===== config.mk =====
export PLATFORM = sky130hd
export DESIGN_NAME = uart_rx_deframe_flat
export DESIGN_NICKNAME = d
export VERILOG_FILES = /design/src/rtl/uart_rx_deframe_if.sv /design/src/rtl/uart_rx_deframe.sv /design/src/flat_wrapper.sv
export SDC_FILE = /design/constraint.sdc
export NUM_CORES = 1
export LEC_CHECK = 0
export CAP_MARGIN = 40
export CORE_ASPECT_RATIO = 0.7
export CORE_UTILIZATION = 55
export CTS_CLUSTER_DIAMETER = 100
export DETAILED_ROUTE_END_ITERATION = 7
export PLACE_DENSITY_LB_ADDON = 0.25
export SYNTH_ARGS = -nofsm -noshare
export SYNTH_HDL_FRONTEND = slang
export SYNTH_SLANG_ARGS = --single-unit

===== constraint.sdc =====
create_clock -name clk -period 3 [get_ports clk]
set_input_delay 0.9 -clock clk [delete_from_list [all_inputs] [get_ports clk]]
set_output_delay 0.9 -clock clk [all_outputs]
set_load 0.1 [all_outputs]

===== src/rtl/uart_rx_deframe_if.sv =====
// Link between the start-bit detector side and the UART receive deframer.
// Handshake: receive_enable rises when a start edge is detected and must stay
// high until char_received is seen. char_received is a one-cycle pulse that
// closes every frame attempt. data_valid/frame_error qualify it; neither waits
// on a ready, so the consumer must capture data_out on the data_valid cycle.
interface uart_rx_deframe_if #(
  parameter int DATA_BITS = 8
);
  logic                 receive_enable;
  logic                 data_in;
  logic                 char_received;
  logic [DATA_BITS-1:0] data_out;
  logic                 data_valid;
  logic                 frame_error;
  logic                 busy;

  modport master (
    output receive_enable, data_in,
    input  char_received, data_out, data_valid, frame_error, busy
  );

  modport slave (
    input  receive_enable, data_in,
    output char_received, data_out, data_valid, frame_error, busy
  );
endinterface


===== src/rtl/uart_rx_deframe.sv =====
// UART receive deframer: mid-bit start re-check, LSB-first data sampling at bit
// centres, stop-bit check, and single-cycle completion strobes.
module uart_rx_deframe #(
  parameter int DATA_BITS  = 8,
  parameter int OVERSAMPLE = 16
) (
  input  logic                 clk,
  input  logic                 reset,
  uart_rx_deframe_if.slave     link,
  output logic [2:0]           fsm_state
);
  localparam int CNT_W = $clog2(OVERSAMPLE);
  localparam int IDX_W = $clog2(DATA_BITS + 1);
  localparam logic [CNT_W-1:0] HALF_LAST = CNT_W'(OVERSAMPLE / 2 - 1);
  localparam logic [CNT_W-1:0] BIT_LAST  = CNT_W'(OVERSAMPLE - 1);
  localparam logic [IDX_W-1:0] IDX_LAST  = IDX_W'(DATA_BITS - 1);

  typedef enum logic [2:0] {
    IDLE  = 3'd0,
    START = 3'd1,
    DATA  = 3'd2,
    STOP  = 3'd3,
    DONE  = 3'd4
  } state_t;

  state_t               st;
  logic [CNT_W-1:0]     cnt;
  logic [IDX_W-1:0]     bit_idx;
  logic [DATA_BITS-1:0] shreg;

  assign fsm_state = st;

  always_ff @(posedge clk) begin
    if (!reset) begin
      st                 <= IDLE;
      cnt                <= '0;
      bit_idx            <= '0;
      shreg              <= '0;
      link.data_out      <= '0;
      link.char_received <= 1'b0;
      link.data_valid    <= 1'b0;
      link.frame_error   <= 1'b0;
      link.busy          <= 1'b0;
    end else begin
      link.char_received <= 1'b0;
      link.data_valid    <= 1'b0;
      link.frame_error   <= 1'b0;
      case (st)
        IDLE: begin
          if (link.receive_enable) begin
            st        <= START;
            cnt       <= '0;
            link.busy <= 1'b1;
          end
        end
        START: begin
          // A dropped enable means the detector was reset: abandon silently.
          if (!link.receive_enable) begin
            st        <= IDLE;
            cnt       <= '0;
            link.busy <= 1'b0;
          end else if (cnt == HALF_LAST) begin
            cnt <= '0;
            if (link.data_in) begin
              st                 <= DONE;
              link.char_received <= 1'b1;
              link.frame_error   <= 1'b1;
            end else begin
              st      <= DATA;
              bit_idx <= '0;
            end
          end else begin
            cnt <= cnt + 1'b1;
          end
        end
        DATA: begin
          if (!link.receive_enable) begin
            st        <= IDLE;
            cnt       <= '0;
            link.busy <= 1'b0;
          end else if (cnt == BIT_LAST) begin
            shreg   <= {link.data_in, shreg[DATA_BITS-1:1]};
            bit_idx <= bit_idx + 1'b1;
            cnt     <= '0;
            if (bit_idx == IDX_LAST) st <= STOP;
          end else begin
            cnt <= cnt + 1'b1;
          end
        end
        STOP: begin
          if (!link.receive_enable) begin
            st        <= IDLE;
            cnt       <= '0;
            link.busy <= 1'b0;
          end else if (cnt == BIT_LAST) begin
            st                 <= DONE;
            cnt                <= '0;
            link.char_received <= 1'b1;
            if (link.data_in) begin
              link.data_valid <= 1'b1;
              link.data_out   <= shreg;
            end else begin
              link.frame_error <= 1'b1;
            end
          end else begin
            cnt <= cnt + 1'b1;
          end
        end
        DONE: begin
          // Strobes were raised on entry; the detector drops enable mid-cycle.
          st        <= IDLE;
          link.busy <= 1'b0;
        end
        default: begin
          st        <= IDLE;
          cnt       <= '0;
          link.busy <= 1'b0;
        end
      endcase
    end
  end
endmodule


===== src/flat_wrapper.sv =====
// flat-port wrapper written by rule: the top's interface ports become plain ports
module uart_rx_deframe_flat 
#(
  parameter int DATA_BITS  = 8,
  parameter int OVERSAMPLE = 16
)
  (clk, reset, fsm_state, link_receive_enable, link_data_in, link_char_received, link_data_out, link_data_valid, link_frame_error, link_busy);
  uart_rx_deframe_if #(.DATA_BITS(DATA_BITS)) link_i ();
  input  logic clk;
  input  logic reset;
  output logic [2:0] fsm_state;
  input wire logic [$bits(link_i.receive_enable)-1:0] link_receive_enable;
  input wire logic [$bits(link_i.data_in)-1:0] link_data_in;
  output wire logic [$bits(link_i.char_received)-1:0] link_char_received;
  output wire logic [$bits(link_i.data_out)-1:0] link_data_out;
  output wire logic [$bits(link_i.data_valid)-1:0] link_data_valid;
  output wire logic [$bits(link_i.frame_error)-1:0] link_frame_error;
  output wire logic [$bits(link_i.busy)-1:0] link_busy;
  assign link_i.receive_enable = link_receive_enable;
  assign link_i.data_in = link_data_in;
  assign link_char_received = link_i.char_received;
  assign link_data_out = link_i.data_out;
  assign link_data_valid = link_i.data_valid;
  assign link_frame_error = link_i.frame_error;
  assign link_busy = link_i.busy;
  uart_rx_deframe #(.DATA_BITS(DATA_BITS), .OVERSAMPLE(OVERSAMPLE)) u_core (.clk(clk), .reset(reset), .link(link_i), .fsm_state(fsm_state));
endmodule

==> flow_summary.json, run 1 <==
{
  "outcome": "finished clean",
  "setup_tns_ps": 0,
  "cts_setup_buffers": 0,
  "synth-main-ff-cell": "dfxtp_1",
  "setup_violations": 0,
  "stdcell_area_um2": 1504,
  "finClkSkew_ps": 6.898,
  "synth_area_per_cell_um2": 8.888,
  "synth.most_common_cell": "dfxtp_1",
  "syn-num-nets": 151,
  "critPathLaunchType": "primary input",
  "coreArea_um2": 2172,
  "synth-seq-cells": 31,
  "slew_headroom_pct": 48.93,
  "antenna_left": 0,
  "vias_per_cell": 5.571,
  "synth.distinct_cells": 35,
  "wl_met1_um": 1226,
  "finalHoldViolations": 0,
  "hp-class": "register to register",
  "path_buf_inv": 1,
  "finalCritPeriodShare_pct": 77.24,
  "overflow": 0,
  "cts_tree": "done",
  "num_vias": 1103,
  "clock_sinks": 31,
  "cts-buffers-inserted": 5,
  "final_max_slew_viol_count": 0,
  "comb_power_share_pct": 5.9,
  "cp_top_family": "buffers and inverters",
  "num_io_pins": 19,
  "clk_path_buf_depth": 2,
  "yosysWarnings": 0,
  "drt_first_pass_iters": 4,
  "synth_edf_count": 0,
  "drc": 0,
  "cts-root-buf": "clkbuf_4",
  "crit_chain": "clkdlybuf4s50_1, nand2b_2, o32ai_2, or4b_1, a31oi_1",
  "yosysTopAreaCell": "dfxtp_1",
  "grt_pass1_vias": 965,
  "avgRoutedWirePerCell_um": 13.05,
  "routabilityCongestion": 0.8175,
  "cp.required_ps": 3250,
  "syn-cell-area_um2": 1289,
  "place_area_um2": 1454,
  "synth_common_cells": "dfxtp_1 (31), nand2_1 (24), a21oi_1 (15), nor2_1 (15), mux2i_1 (9)",
  "clk-insertion-delay-late_ps": 330,
  "area_growth_pct": 16.70,
  "ctsHtreeMaxLevel": 2,
  "grt_max_degree": 26,
  "dr_wl_met2_um": 1154,
  "dpl.hpwl_um": 1768,
  "wirelength_um": 2583,
  "slowest_delay_ps": 590,
  "ys_seq_area_share_pct": 48.16,
  "synth_area_leaders": "dfxtp_1 (48%), mux2i_1 (7.0%), nand2_1 (7.0%)",
  "start_util_pct": 59.33,
  "leakagePower_nw": 0.6319,
  "diodes": 0,
  "cp.arrival_ps": 2560,
  "highest_layer": "met4",
  "dieHeight_um": 42.50,
  "nets": 171,
  "crit_fanout": 7,
  "max_freq_mhz": 431.6,
  "power_switching_share_pct": 24.27,
  "tightest_slew_ps": 765.2,
  "cp-end-kind": "register",
  "rows": 14,
  "power_density_nw_per_um2": 453.0,
  "worst_hold_slack_ps": 473.7,
  "async_reset_ff_share_pct": 0,
  "post-route-min-period_ps": 2317,
  "cts.clk_slew.worst_paths_ps": 90,
  "grt_use_total_pct": 23.83,
  "met3WireLength_um": 157,
  "cp_slowest_cell": "clkdlybuf4s50_1",
  "p_clk_share_pct": 32.9,
  "p_int_uw": 516.0,
  "layout-drive-gt1-share_pct": 16.27,
  "vdd_drop_max_mv": 0.3229,
  "p_seq_share_pct": 61.1,
  "synth_top_area_share_pct": 48.16,
  "drt_iter0_markers": 51,
  "dieArea_um2": 2544,
  "cts_hold_buf": 0,
  "antenna_found_initial": 0,
  "cts_resized": 0,
  "cap_viol_max_count": 0,
  "rsz0062_at_grt": "no",
  "io_buffer_count": 18,
  "synthCells": 145,
  "die_x_um": 59.86,
  "switchingPower_uw": 165.4,
  "grt_pass1_wl_um": 4229,
  "crit_type": "primary input to register"
}
-- power by group through the flow --
stage,registers [mW],logic [mW],clock network [mW]
4_1_cts,0.416,0.0405,0.231
6_report,0.417,0.0405,0.224
3_3_place_gp,0.426,0.0395,0
3_5_place_dp,0.426,0.0405,0
5_1_grt,0.417,0.0435,0.250
2_1_floorplan,0.439,0.0151,0
-- layout make-up --
type | instances | area, um2
Fill cell | 183 | 668.1
Multi-Input combinational cell | 106 | 635.6
Sequential cell | 31 | 620.6
Timing Repair Buffer | 19 | 150.1
Clock buffer | 7 | 45.04
Tap cell | 32 | 40.04
Inverter | 2 | 7.507
Clock inverter | 1 | 5.005
-- worst reg2reg max path, stage by stage, from the launching register on --
cell     delay (ps)
dfxtp_1         350
ha_1            280
and3b_1         200
o32ai_2         300
or4b_1          460
a31oi_1         160
-- flip-flops by register name, summed over array words and instances, names as in the netlist --
register,cells
u_core.bit_idx,4
u_core.cnt,4
u_core.fsm_state,3
u_core.link.busy,1
u_core.link.char_received,1
u_core.link.data_out,8
u_core.link.data_valid,1
u_core.link.frame_error,1
u_core.shreg,8
-- cell families (layout without fill, tap and decap cells) --
group / after synthesis / after routing / synth area share [%]
buf+inv: 8 / 29 / 2.524
flops: 31 / 31 / 48.16
simple gates: 67 / 67 / 26.41
xor+xnor: 1 / 1 / 0.6797
fa+ha+maj: 2 / 2 / 1.941
mux: 9 / 9 / 6.991
compound gates: 27 / 27 / 13.30
-- per-stage QoR --
step                power, mW  std cells  util [%]  worst slack [ps]
floorplan              0.4539        145         -             786.4
global placement       0.4654        190     66.94             420.0
detailed placement     0.4666        190     66.94             348.5
CTS                    0.6875        198     69.24             690.5
global route           0.7106        198     69.24             609.4
finish                 0.6813        198     69.24             682.9
-- cell usage in the layout (no fill, tap or decap), types with 2 or more instances in the layout --
cell,instances
buf_4,16
a211oi_1,2
nor3_1,3
nand2_1,24
clkbuf_4,5
dfxtp_1,31
clkbuf_1,2
inv_1,2
nand3b_1,2
mux2i_1,9
and3b_1,2
nand3_1,6
clkdlybuf4s50_1,3
ha_1,2
o21ai_0,3
a21oi_1,15
nor2_1,15
and3_1,4
-- layer usage --
layer,vias up,global-route usage [%]
li1,549,-
met1,519,30.06
met2,28,34.22
met3,7,11.11
met4,0,11.16
met5,-,0
-- final timing paths --
| path | slack [ps] | from | endpoint | depth (start not counted) |
|---|---|---|---|---|
| worst max-delay path | 680 | link_receive_enable | u_core.cnt[3] | 5 |
| worst max register to register | 1170 | u_core.cnt[0] | u_core.cnt[3] | 5 |
| worst min-delay path | 470 | u_core.shreg[4] | u_core.shreg[3] | 2 |
| worst min register to register | 470 | u_core.shreg[4] | u_core.shreg[3] | 2 |
Power figures use the tool's default switching activity.
==> run 2: changes to the inputs <==
- CORE_UTILIZATION: 55 -> 47
- clock period: 3 -> 2.1 ns (I/O delays scaled with it)
==> run 2 against run 1 <==
- setup slack worse by 540 ps
- global-route usage down 0.14 points
- hold slack worse by 7.2 ps
- sequential share of layout area down 6.6 points
- critical endpoint unchanged
- largest cell class unchanged
==> flow_summary.json, run 2 (synthesis results as in run 1) <==
{
  "rsz0062_at_grt": "no",
  "grt_max_degree": 26,
  "r2r-start": "u_core.cnt[0]",
  "io_buffer_count": 18,
  "layout-drive-gt1-share_pct": 22.16,
  "power_density_nw_per_um2": 665.1,
  "cp_slowest_cell": "clkdlybuf4s50_1",
  "cp.arrival_ps": 2180,
  "seqCellArea_um2": 621.8,
  "setup_violations": 0,
  "clk_path_buf_depth": 2,
  "multiInputGateArea_um2": 635.6,
  "worst_hold_slack_ps": 466.5,
  "r2r_slack_ps": 340,
  "finalHoldViolations": 0,
  "slew_headroom_pct": 67.56,
  "cts.clk_slew.worst_paths_ps": 60,
  "ctsHtreeMaxLevel": 2,
  "finalPower_mw": 1.194,
  "area_growth_pct": 39.32,
  "place_area_um2": 1695,
  "stdcell_area_um2": 1795,
  "cts-root-buf": "clkbuf_8",
  "layout_common_cells": "dfxtp_1 (30), nand2_1 (24), nor2_1 (15), a21oi_1 (15)",
  "hp-class": "register to register",
  "grt_pass1_wl_um": 4885,
  "diodes": 0,
  "rows": 15,
  "cp_top_family": "buffers and inverters",
  "cts_resized": 0,
  "cts_tree": "done",
  "cp-end-kind": "register",
  "crit_type": "primary input to register",
  "post-route-min-period_ps": 1961,
  "avgRoutedWirePerCell_um": 14.00,
  "wl_met1_um": 1340,
  "min-delay-start": "u_core.shreg[0]",
  "clock_sinks": 31,
  "outcome": "finished clean",
  "antenna_found_initial": 0,
  "critPathLaunchType": "primary input",
  "start_util_pct": 50.86,
  "largestRegisters": "u_core.link.data_out: 8 flops, u_core.shreg: 8 flops",
  "dr_wl_met2_um": 1412,
  "cts-buffers-inserted": 5,
  "dieHeight_um": 45.81,
  "drt_first_pass_iters": 4,
  "slowest_delay_ps": 540,
  "cp.required_ps": 2320,
  "nFillCells": 202,
  "antenna_left": 0,
  "overflow": 0,
  "nets": 181,
  "path_buf_inv": 2,
  "num_io_pins": 19,
  "highest_layer": "met4",
  "tightest_slew_ps": 486.1,
  "drt_iter0_markers": 77,
  "clk-insertion-delay-late_ps": 290,
  "crit_chain": "clkdlybuf4s50_1, buf_4, nand3b_1, o32ai_2, or4b_1, a31oi_1",
  "r2r-end": "u_core.cnt[3]",
  "dpl.hpwl_um": 2021,
  "dieArea_um2": 2959,
  "worstRegToRegCells": 5,
  "num_vias": 1140,
  "vdd_drop_max_mv": 0.4699,
  "whs_path_depth": 2,
  "coreArea_um2": 2534,
  "die_x_um": 64.59,
  "max_freq_mhz": 510.0,
  "cap_viol_max_count": 0,
  "finalCoreUtilization_pct": 70.86,
  "grt_use_total_pct": 23.69,
  "wirelength_um": 2940,
  "whs_endpoint": "u_core.shreg[0]",
  "leakagePower_nw": 0.7439,
  "final_common_cell": "dfxtp_1",
  "crit_fanout": 4,
  "finClkSkew_ps": 2.038,
  "cts_setup_buffers": 0,
  "setup_tns_ps": 0,
  "finalCritPeriodShare_pct": 93.37,
  "drc": 0,
  "met3WireLength_um": 126,
  "routabilityCongestion": 0.7545,
  "cts_hold_buf": 0,
  "final_max_slew_viol_count": 0,
  "grt_pass1_vias": 1077,
  "cp-startpoint": "link_receive_enable",
  "vias_per_cell": 5.429
}
[run 2: cell types whose count changed in the layout (fill, tap and decap cells not counted)]
cell / previous run / this run
dfxtp_1: 31 / 30
clkbuf_1: 2 / 1
dfxtp_2: 0 / 1
clkinv_2: 1 / 0
buf_12: 0 / 13
buf_4: 16 / 13
clkbuf_8: 0 / 7
clkbuf_4: 5 / 0
[run 2: worst register-to-register path, stage by stage (launching register included)]
cell	delay (ps)
dfxtp_1	330
ha_1	270
and3b_1	200
o32ai_2	280
or4b_1	450
a31oi_1	160
[run 2: report_power, final]
part | switching (mW) | internal [mW] | total [mW]
clock | 0.219 | 0.299 | 0.518
combinational | 0.0451 | 0.0342 | 0.0793
sequential | 0.00559 | 0.592 | 0.597
total | 0.270 | 0.924 | 1.19
[run 2: worst max path at each step]
stage               cells past startpoint  slack (ps)       endpoint
global route                            6          30  u_core.cnt[3]
floorplan                               4           7  u_core.cnt[3]
global placement                        6        -100  u_core.cnt[3]
finish                                  6         140  u_core.cnt[3]
CTS                                     6         130  u_core.cnt[3]
detailed placement                      6        -160  u_core.cnt[3]
[run 2: through the flow]
step,instances,setup WS [ps]
3_5_place_dp,202,-156.2
6_report,210,139.2
4_1_cts,210,129.3
5_1_grt,210,26.18
2_1_floorplan,145,6.900
3_3_place_gp,202,-101.4
[run 2: final cells by class]
cell class,count,area share (%)
clock buffer,8,5.575
sequential,31,34.63
timing repair buffer,29,21.60
multi-input combinational,106,35.40
tap,34,2.369
inverter,2,0.4181
[run 2: routing by layer]
layer	vias to the layer above	global-route usage [%]
met4	0	16.00
met1	546	27.18
met5	-	0
met2	21	40.00
li1	567	-
met3	6	6.250
==> run 3: changes to the inputs <==
- clock period: 2.1 -> 1.75 ns (I/O delays scaled with it)
==> run 3 against run 2 <==
- global-route usage is 0.068 points higher
- cell count increased by 2.9%
- critical path type unchanged
- utilization increased by 5.3 points
- flip-flop and latch count is the same
==> flow_summary.json, run 3 (synthesis results as in run 1) <==
{
  "io_buffer_count": 18,
  "rows": 15,
  "setup_violations": 0,
  "antenna_found_initial": 0,
  "coreArea_um2": 2534,
  "dieArea_um2": 2959,
  "crit_fanout": 9,
  "dp_slack_ps": -401.0,
  "drt_first_pass_iters": 4,
  "cp-end-kind": "register",
  "leakagePower_nw": 0.7981,
  "grt_pass1_vias": 1182,
  "finClkSkew_ps": 10.06,
  "hp-class": "register to register",
  "finalHoldViolations": 0,
  "overflow": 0,
  "start_util_pct": 50.86,
  "outcome": "finished clean",
  "setup_tns_ps": 0,
  "grt_use_total_pct": 23.76,
  "clk_path_buf_depth": 2,
  "ctsHtreeMaxLevel": 2,
  "diodes": 0,
  "post-route-min-period_ps": 1687,
  "cp.arrival_ps": 1850,
  "num_io_pins": 19,
  "dieHeight_um": 45.81,
  "layout_common_cells": "dfxtp_1 (27), nand2_1 (24), buf_12 (17)",
  "cts_tree": "done",
  "fin_ws_ps": 62.54,
  "cts-root-buf": "clkbuf_8",
  "clk-insertion-delay-late_ps": 290,
  "num_vias": 1184,
  "clock_sinks": 31,
  "wirelength_um": 3165,
  "cap_viol_max_count": 0,
  "final_common_cell": "dfxtp_1",
  "power_density_nw_per_um2": 797.6,
  "cts_setup_buffers": 0,
  "area_growth_pct": 49.71,
  "grt_pass1_wl_um": 5092,
  "critPathLaunchType": "primary input",
  "grt_max_degree": 26,
  "die_x_um": 64.59,
  "drt_iter0_markers": 45,
  "tightest_slew_ps": 331.7,
  "cts-buffers-inserted": 5,
  "cp.required_ps": 1920,
  "nFillCells": 164,
  "routabilityCongestion": 0.7748,
  "layout-drive-gt1-share_pct": 29.12,
  "finalCritPeriodShare_pct": 96.43,
  "crit_type": "primary input to register",
  "fin_cells": 216,
  "slew_headroom_pct": 77.79,
  "vdd_drop_max_mv": 0.7833,
  "whs_path_depth": 2,
  "vias_per_cell": 5.481,
  "nets": 187,
  "antenna_left": 0,
  "dpl.hpwl_um": 2191,
  "cts_hold_buf": 0,
  "largestRegisters": "u_core.link.data_out: 8 flops, u_core.shreg: 8 flops",
  "final_max_slew_viol_count": 0,
  "cts.clk_slew.worst_paths_ps": 60,
  "worstRegToRegCells": 7,
  "dp_cells": 208,
  "avgRoutedWirePerCell_um": 14.65,
  "rsz0062_at_grt": "no",
  "drc": 0,
  "max_freq_mhz": 592.6
}
-- run 3: critical path, stage by stage --
cell             delay [ps]
clkdlybuf4s50_1         490
buf_4                   140
and3_1                  130
nand3_1                 130
buf_12                  180
mux2i_1                 180
nor2_1                   70
-- run 3: per-layer routing --
metal | part of all wire (%) | global-route usage (%) | up-vias
met5 | 0 | 0 | -
met4 | 1.5 | 13.33 | 0
met3 | 5.0 | 7.000 | 7
met2 | 49 | 42.11 | 28
met1 | 44 | 26.30 | 566
li1 | - | - | 583
-- run 3: final timing paths --
path / start / end / slack [ps]
max reg2reg: u_core.cnt[1] / u_core.link.data_out[4] / 120
max: link_data_in / u_core.link.data_out[4] / 60
min: u_core.shreg[0] / u_core.shreg[0] / 460
min reg2reg: u_core.shreg[0] / u_core.shreg[0] / 460
-- run 3: stage by stage --
step / cell area, um2 / hold slack (ps) / power, mW / util (%)
after floorplan: 1295 / 435.7 / 0.7768 / -
after global routing: 1929 / 480.0 / 1.592 / 76.15
after global placement: 1795 / 444.5 / 0.8275 / 70.86
after CTS: 1914 / 456.6 / 1.549 / 75.56
after detailed placement: 1795 / 448.6 / 0.8308 / 70.86
final: 1929 / 458.3 / 1.539 / 76.15
-- run 3: layout make-up --
| type | count | area (um2) | area share [%] |
|---|---|---|---|
| clock buffers | 6 | 82.58 | 4.280 |
| multi-input cells | 106 | 651.9 | 33.79 |
| clock inverters | 2 | 35.03 | 1.816 |
| inverters | 2 | 7.507 | 0.3891 |
| well taps | 34 | 42.54 | 2.205 |
| flip-flops and latches | 31 | 628.1 | 32.56 |
| repair buffers | 35 | 481.7 | 24.97 |
-- run 3: timing repair --
action,4_1_cts,5_1_grt
pin swaps,0,4
gates cloned,0,0
resized for setup,2,4
setup endpoints to repair,3,6
-- run 3: where the power goes --
part	internal [mW]	switching (mW)	total, mW	leakage (nW)
Sequential	0.709	0.00720	0.716	0.252
Clock	0.460	0.262	0.722	0.0612
Combinational	0.0440	0.0573	0.101	0.485
Total	1.21	0.326	1.54	0.798
